$ cat src/rtl/mosfet_search_if.sv
// Start/result bus of the MOSFET operating-point search engine.
interface mosfet_search_if;
    logic       in_valid;
    logic       mode;
    logic [6:0] target;
    logic       busy;
    logic       out_valid;
    logic [2:0] out_w;
    logic [2:0] out_vgs;
    logic [2:0] out_vds;
    logic [6:0] out_value;
    logic       out_exact;

    modport master (
        output in_valid, mode, target,
        input  busy, out_valid, out_w, out_vgs, out_vds, out_value, out_exact
    );

    modport slave (
        input  in_valid, mode, target,
        output busy, out_valid, out_w, out_vgs, out_vds, out_value, out_exact
    );
endinterface

$ cat src/rtl/mosfet_search.sv
// Exhaustive search over {W,VGS,VDS} for the device value closest to a target.
// Optional macro SMC_SEARCH_EXACT_STOP_EN ends the scan at the first exact match.
module mosfet_search (
    input logic            clk,
    input logic            rst,
    mosfet_search_if.slave bus
);
`ifdef SMC_SEARCH_EXACT_STOP_EN
    localparam bit EXACT_STOP = 1'b1;
`else
    localparam bit EXACT_STOP = 1'b0;
`endif

    typedef enum logic [1:0] {IDLE, SCAN, DONE} state_t;

    state_t            state, next_state;
    logic              mode_q;
    logic        [6:0] target_q;
    logic        [8:0] idx;
    logic        [7:0] best_err;
    logic        [8:0] best_idx;
    logic        [6:0] best_value;
    logic        [6:0] value_p0;
    logic              vld_p1;
    logic        [8:0] idx_p1;
    logic        [6:0] value_p1;
    logic        [7:0] err_p1;
    logic              take_p1;
    logic              last_p1;
    logic        [8:0] cand_idx;
    logic        [6:0] cand_value;
    logic        [2:0] res_w, res_vgs, res_vds;
    logic        [6:0] res_value;
    logic              res_exact;
    logic              busy, out_valid;

    // Products are formed at 12 bits so nothing is lost before the divide by 3.
    function automatic logic [6:0] dev_value(input logic m, input logic [2:0] w,
                                             input logic [2:0] vgs, input logic [2:0] vds);
        logic [11:0] ww, ds, gs1, prod;
        ww  = {9'd0, w};
        ds  = {9'd0, vds};
        gs1 = {9'd0, vgs} - 12'd1;
        if (vgs <= 3'd1)
            prod = 12'd0;
        else if ({1'b0, vgs} > {1'b0, vds} + 4'd1)
            prod = m ? ds * ww * ((gs1 << 1) - ds) : (ww * ds) << 1;
        else
            prod = m ? ww * gs1 * gs1 : (ww * gs1) << 1;
        return 7'(prod / 12'd3);
    endfunction

    function automatic logic [7:0] abs_err(input logic [6:0] v, input logic [6:0] t);
        logic signed [8:0] d;
        d = $signed({2'b00, v}) - $signed({2'b00, t});
        return (d < 0) ? 8'(-d) : 8'(d);
    endfunction

    // p0: evaluate the combination addressed by idx
    assign value_p0 = dev_value(mode_q, idx[8:6], idx[5:3], idx[2:0]);

    // p1: compare the registered evaluation against the running best
    assign err_p1     = abs_err(value_p1, target_q);
    assign take_p1    = err_p1 < best_err;
    assign cand_idx   = take_p1 ? idx_p1 : best_idx;
    assign cand_value = take_p1 ? value_p1 : best_value;
    assign last_p1    = vld_p1 && ((idx_p1 == 9'd511) || (EXACT_STOP && err_p1 == 8'd0));

    always_comb begin
        next_state = state;
        busy       = 1'b0;
        out_valid  = 1'b0;
        case (state)
            IDLE: if (bus.in_valid) next_state = SCAN;
            SCAN: begin
                busy = 1'b1;
                if (last_p1) next_state = DONE;
            end
            DONE: begin
                busy       = 1'b1;
                out_valid  = 1'b1;
                next_state = IDLE;
            end
            default: next_state = IDLE;
        endcase
    end

    always_ff @(posedge clk) begin
        if (rst) begin
            state     <= IDLE;
            vld_p1    <= 1'b0;
            idx       <= 9'd0;
            best_err  <= 8'd255;
            res_w     <= 3'd0;
            res_vgs   <= 3'd0;
            res_vds   <= 3'd0;
            res_value <= 7'd0;
            res_exact <= 1'b0;
        end else begin
            state  <= next_state;
            vld_p1 <= (state == SCAN);
            if (state == IDLE && bus.in_valid) begin
                idx      <= 9'd0;
                best_err <= 8'd255;
            end else if (state == SCAN) begin
                idx <= idx + 9'd1;
                if (vld_p1 && take_p1) best_err <= err_p1;
                if (last_p1) begin
                    res_w     <= cand_idx[8:6];
                    res_vgs   <= cand_idx[5:3];
                    res_vds   <= cand_idx[2:0];
                    res_value <= cand_value;
                    res_exact <= (cand_value == target_q);
                end
            end
        end
    end

    always_ff @(posedge clk) begin
        value_p1 <= value_p0;
        idx_p1   <= idx;
        if (state == IDLE && bus.in_valid) begin
            mode_q   <= bus.mode;
            target_q <= bus.target;
        end
        if (state == SCAN && vld_p1 && take_p1) begin
            best_idx   <= idx_p1;
            best_value <= value_p1;
        end
    end

    assign bus.busy      = busy;
    assign bus.out_valid = out_valid;
    assign bus.out_w     = res_w;
    assign bus.out_vgs   = res_vgs;
    assign bus.out_vds   = res_vds;
    assign bus.out_value = res_value;
    assign bus.out_exact = res_exact;
endmodule
$ cat src/flat_wrapper.sv
// flat-port wrapper written by rule: the top's interface ports become plain ports
module mosfet_search_flat 
  (clk, rst, bus_in_valid, bus_mode, bus_target, bus_busy, bus_out_valid, bus_out_w, bus_out_vgs, bus_out_vds, bus_out_value, bus_out_exact);
  mosfet_search_if bus_i ();
  input logic clk;
  input logic rst;
  input wire logic [$bits(bus_i.in_valid)-1:0] bus_in_valid;
  input wire logic [$bits(bus_i.mode)-1:0] bus_mode;
  input wire logic [$bits(bus_i.target)-1:0] bus_target;
  output wire logic [$bits(bus_i.busy)-1:0] bus_busy;
  output wire logic [$bits(bus_i.out_valid)-1:0] bus_out_valid;
  output wire logic [$bits(bus_i.out_w)-1:0] bus_out_w;
  output wire logic [$bits(bus_i.out_vgs)-1:0] bus_out_vgs;
  output wire logic [$bits(bus_i.out_vds)-1:0] bus_out_vds;
  output wire logic [$bits(bus_i.out_value)-1:0] bus_out_value;
  output wire logic [$bits(bus_i.out_exact)-1:0] bus_out_exact;
  assign bus_i.in_valid = bus_in_valid;
  assign bus_i.mode = bus_mode;
  assign bus_i.target = bus_target;
  assign bus_busy = bus_i.busy;
  assign bus_out_valid = bus_i.out_valid;
  assign bus_out_w = bus_i.out_w;
  assign bus_out_vgs = bus_i.out_vgs;
  assign bus_out_vds = bus_i.out_vds;
  assign bus_out_value = bus_i.out_value;
  assign bus_out_exact = bus_i.out_exact;
  mosfet_search u_core (.clk(clk), .rst(rst), .bus(bus_i));
endmodule
$ cat config.mk
export PLATFORM = sky130hd
export DESIGN_NAME = mosfet_search_flat
export DESIGN_NICKNAME = d
export VERILOG_FILES = /design/src/rtl/mosfet_search_if.sv /design/src/rtl/mosfet_search.sv /design/src/flat_wrapper.sv
export SDC_FILE = /design/constraint.sdc
export NUM_CORES = 1
export LEC_CHECK = 0
export CAP_MARGIN = 20
export CORE_ASPECT_RATIO = 1.75
export CORE_MARGIN = 3
export CORE_UTILIZATION = 35
export DETAILED_ROUTE_END_ITERATION = 10
export PLACE_DENSITY_LB_ADDON = 0.2
export SLEW_MARGIN = 20
export SYNTH_ARGS = -nofsm -noshare
export SYNTH_HDL_FRONTEND = slang
export SYNTH_SLANG_ARGS = --single-unit
$ cat constraint.sdc
create_clock -name clk -period 14.7 [get_ports clk]
set_input_delay 2.94 -clock clk [delete_from_list [all_inputs] [get_ports clk]]
set_output_delay 2.94 -clock clk [all_outputs]
set_load 0.05 [all_outputs]
==> results.yml <==
logic_synthesis:
  synth_top_area_frac: 0.1740
  ys.flop_type: "dfxtp_1"
  netlist_instances: 973
  yosysWarnings: 0
  synth.largest_area_cell: "fa_1"
  synthTopCellsByArea: "fa_1 17%, dfxtp_1 13%, ha_1 12%"
  synth_cell_types: 67
  syn-num-nets: 1140
  synth_edf_count: 24
  ys_ff_latch: 77
  syn_area_mm2: 0.008398
  yosysSeqAreaShare: 0.2122
  synth_async_sr_flop_share: 0
  synth_area_per_cell_um2: 8.631
route:
  wl_per_cell_um: 15.81
  drtIter0Drc: 258
  drt_wl_total_um: 20490
  antenna_left: 0
  vias_per_cell: 5.037
  num_vias: 6528
  drc: 0
  drt-pass1-iter-count: 5
floorplan:
  dieArea_mm2: 0.02596
  die_h_um: 210.9
  die_w_um: 123.1
  initial_core_util: 0.3571
  io_pins: 30
  rows: 74
  core_area_mm2: 0.02352
power:
  clockPowerShare: 0.450
  p_sw_mw: 0.1245
  finalPower_mw: 0.5127
  pwr-share-seq: 0.448
  vdd_drop_max_v: 0.00004739
  powerDensity_mw_per_mm2: 55.15
  p_sw_frac: 0.2428
  leakage_nw: 4.418
  p_int_mw: 0.3883
  combPwrFrac: 0.102
clocking:
  cts-buffers-inserted: 9
  ctsResizeCount: 0
  cts_sinks: 77
  post_cts.repair.setup_buffers: 0
  cts.path.max_buffers: 2
  hold_buffers: 0
  clk_latency_ns: 0.33
  path_clk_slew_ns: 0.06
  cts-root-buf: "clkbuf_16"
  cts_tree: "done"
  cts_max_level: 3
timing:
  hold_ws_ns: 0.4321
  fin_crit_sh: 0.7951
  rsz0062_at_grt: "false"
  fmaxAchievable_mhz: 85.55
  worst_slack_ns: 3.011
  setup_viol: 0
  max_slew_margin: 0.3527
  slew_violations: 0
  finalCriticalPeriod_ns: 11.69
  finalHoldViolCount: 0
  worstMarginPinSlew_ns: 0.9676
  finalSetupTns_ns: 0
  fin_skew_ns: 0.006805
global_routing:
  grt_max_degree: 25
  grt_usage: 0.1651
  antenna_found_initial: 0
  gr-total-overflow: 0
  grt_pass1_wl_um: 33650
  grt_pass1_vias: 6876
setup_path:
  cp-start-kind: "register"
  cp_slowest_stage_delay_ns: 0.65
  cp_data_required_time_ns: 14.92
  end_kind: "register"
  critPathArrivalTime_ns: 11.91
  critPathTopFamily: "adder cells"
  worstSetupPathType: "register to register"
  crit_top_cell: "fa_1"
  worst_path_max_delay_cell: "fa_1"
  cp_num_buf_inv: 7
  cp_max_fo: 14
cells_and_area:
  areaGrowthSynthToFinish_pct: 10.71
  drive_above_1_share: 0.05040
  multi_input_area_mm2: 0.005954
  ff_latch_area_mm2: 0.001782
  fill_cells: 2463
  nets: 1154
  diodes: 0
  final_cells: 1296
place:
  place_inst: 1280
  numPortBuffers: 29
  gp_congestion: 0.9188
  dp_worst_setup_slack_ns: 2.988
  hpwl_um: 17030
job:
  max_cap_viol_count: 0
hold_path:
  min_path_type: "register to register"
run_status:
  status: "finished, final reports clean"
-- path summary, 6_finish.rpt --
path,endpoint,slack (ns),depth (start not counted),start
worst max-delay path,u_core.value_p1[0]$_DFF_P_,3.01,40,u_core.idx[3]$_SDFFE_PP0P_
worst min-delay path,u_core.best_idx[6]$_DFFE_PP_,0.43,0,u_core.idx_p1[6]$_DFF_P_
worst max register to register,u_core.value_p1[0]$_DFF_P_,3.01,40,u_core.idx[3]$_SDFFE_PP0P_
worst min register to register,u_core.best_idx[6]$_DFFE_PP_,0.43,0,u_core.idx_p1[6]$_DFF_P_
-- Yosys cell counts (4+ instances only) --
| cell | instances |
|---|---|
| xnor2_1 | 39 |
| and3_1 | 6 |
| fa_1 | 73 |
| and2_1 | 28 |
| nor2_1 | 77 |
| inv_1 | 136 |
| nand3_1 | 24 |
| a211oi_1 | 17 |
| buf_2 | 7 |
| nor2b_1 | 14 |
| nand4_1 | 5 |
| ha_1 | 83 |
| or3_1 | 8 |
| nand2_1 | 121 |
| a21o_1 | 9 |
| dfxtp_1 | 53 |
| clkbuf_1 | 24 |
| a31oi_1 | 4 |
| mux2i_1 | 17 |
| o211ai_1 | 14 |
| o21ai_0 | 29 |
| nand2b_1 | 13 |
| a21oi_1 | 34 |
| xor2_1 | 20 |
| edfxtp_1 | 24 |
| nor3_1 | 25 |
| or2_2 | 8 |
-- cell type report --
cell class,count,share of cell area
multi-input cells,725,0.6404
flip-flops and latches,77,0.1916
inverters,137,0.05531
well taps,304,0.04091
repair buffers,37,0.03768
clock buffers,11,0.02732
clock inverters,5,0.006729
-- layer usage --
metal	global-route usage	part of all wire	vias to the layer above	routed length, um
met4	0.06310	0.031	0	631
met5	0	0	-	0
met2	0.3391	0.59	93	12090
li1	-	-	3243	-
met1	0.1674	0.37	3154	7518
met3	0.008574	0.012	38	255
-- per-stage QoR --
step / instance area (um^2) / utilization
2_1_floorplan: 8398 / -
3_5_place_dp: 8981 / 0.3819
5_1_grt: 9298 / 0.3954
4_1_cts: 9298 / 0.3954
3_3_place_gp: 8981 / 0.3819
6_report: 9298 / 0.3954
-- worst register-to-register path, delay by kind of cell (launching register included) --
kind | cells | cell delay [ns]
fa+ha+maj | 11 | 4.65
compound gates | 9 | 3.12
buf+inv | 7 | 0.87
flops | 1 | 0.64
simple gates | 8 | 1.02
xor+xnor | 3 | 0.78
mux | 2 | 0.53
-- layout by cell type (no fill, tap or decap), types with 3 or more instances in the layout --
master / instances
inv_1: 136
nand2_1: 121
ha_1: 83
nor2_1: 77
fa_1: 73
dfxtp_1: 53
xnor2_1: 39
a21oi_1: 34
o21ai_0: 29
clkdlybuf4s50_1: 29
and2_1: 28
nor3_1: 25
nand3_1: 24
edfxtp_1: 24
xor2_1: 20
a211oi_1: 17
mux2i_1: 17
nor2b_1: 14
o211ai_1: 14
nand2b_1: 13
clkbuf_16: 10
a21o_1: 9
or3_1: 8
or2_2: 8
buf_4: 8
and3_1: 6
nand4_1: 5
a31oi_1: 4
a31o_2: 3
nand3b_1: 3
xnor3_1: 3
a21boi_0: 3
a221oi_1: 3
mux4_2: 3
-- cells by family after synthesis --
group,Yosys count,share of synthesized area
AOI/OAI and AO/OA,139,0.1132
and+or+nand+nor,346,0.1965
xor gates and xnor gates,63,0.07151
buffers and inverters,171,0.07881
muxes,21,0.03009
adders and majority gates,156,0.2977
DFF,77,0.2122
-- state kept, by name (all words and copies together) (netlist names) --
register              cells
u_core.bus.out_value      7
u_core.idx_p1             9
u_core.bus.out_w          3
u_core.bus.out_vds        3
u_core.bus.out_exact      1
u_core.idx                9
u_core.bus.out_vgs        3
u_core.best_idx           9
u_core.mode_q             1
u_core.best_value         7
u_core.state              2
u_core.value_p1           7
u_core.vld_p1             1
u_core.target_q           7
u_core.best_err           8
-- power groups by stage --
stage	Sequential [mW]	Combinational (mW)	Clock [mW]
final	0.230	0.0525	0.231
after floorplan	0.232	0.0390	0
after CTS	0.230	0.0537	0.238
after global placement	0.234	0.0532	0
after global routing	0.230	0.0592	0.245
after detailed placement	0.234	0.0533	0
(Power assumes the default switching activity.)
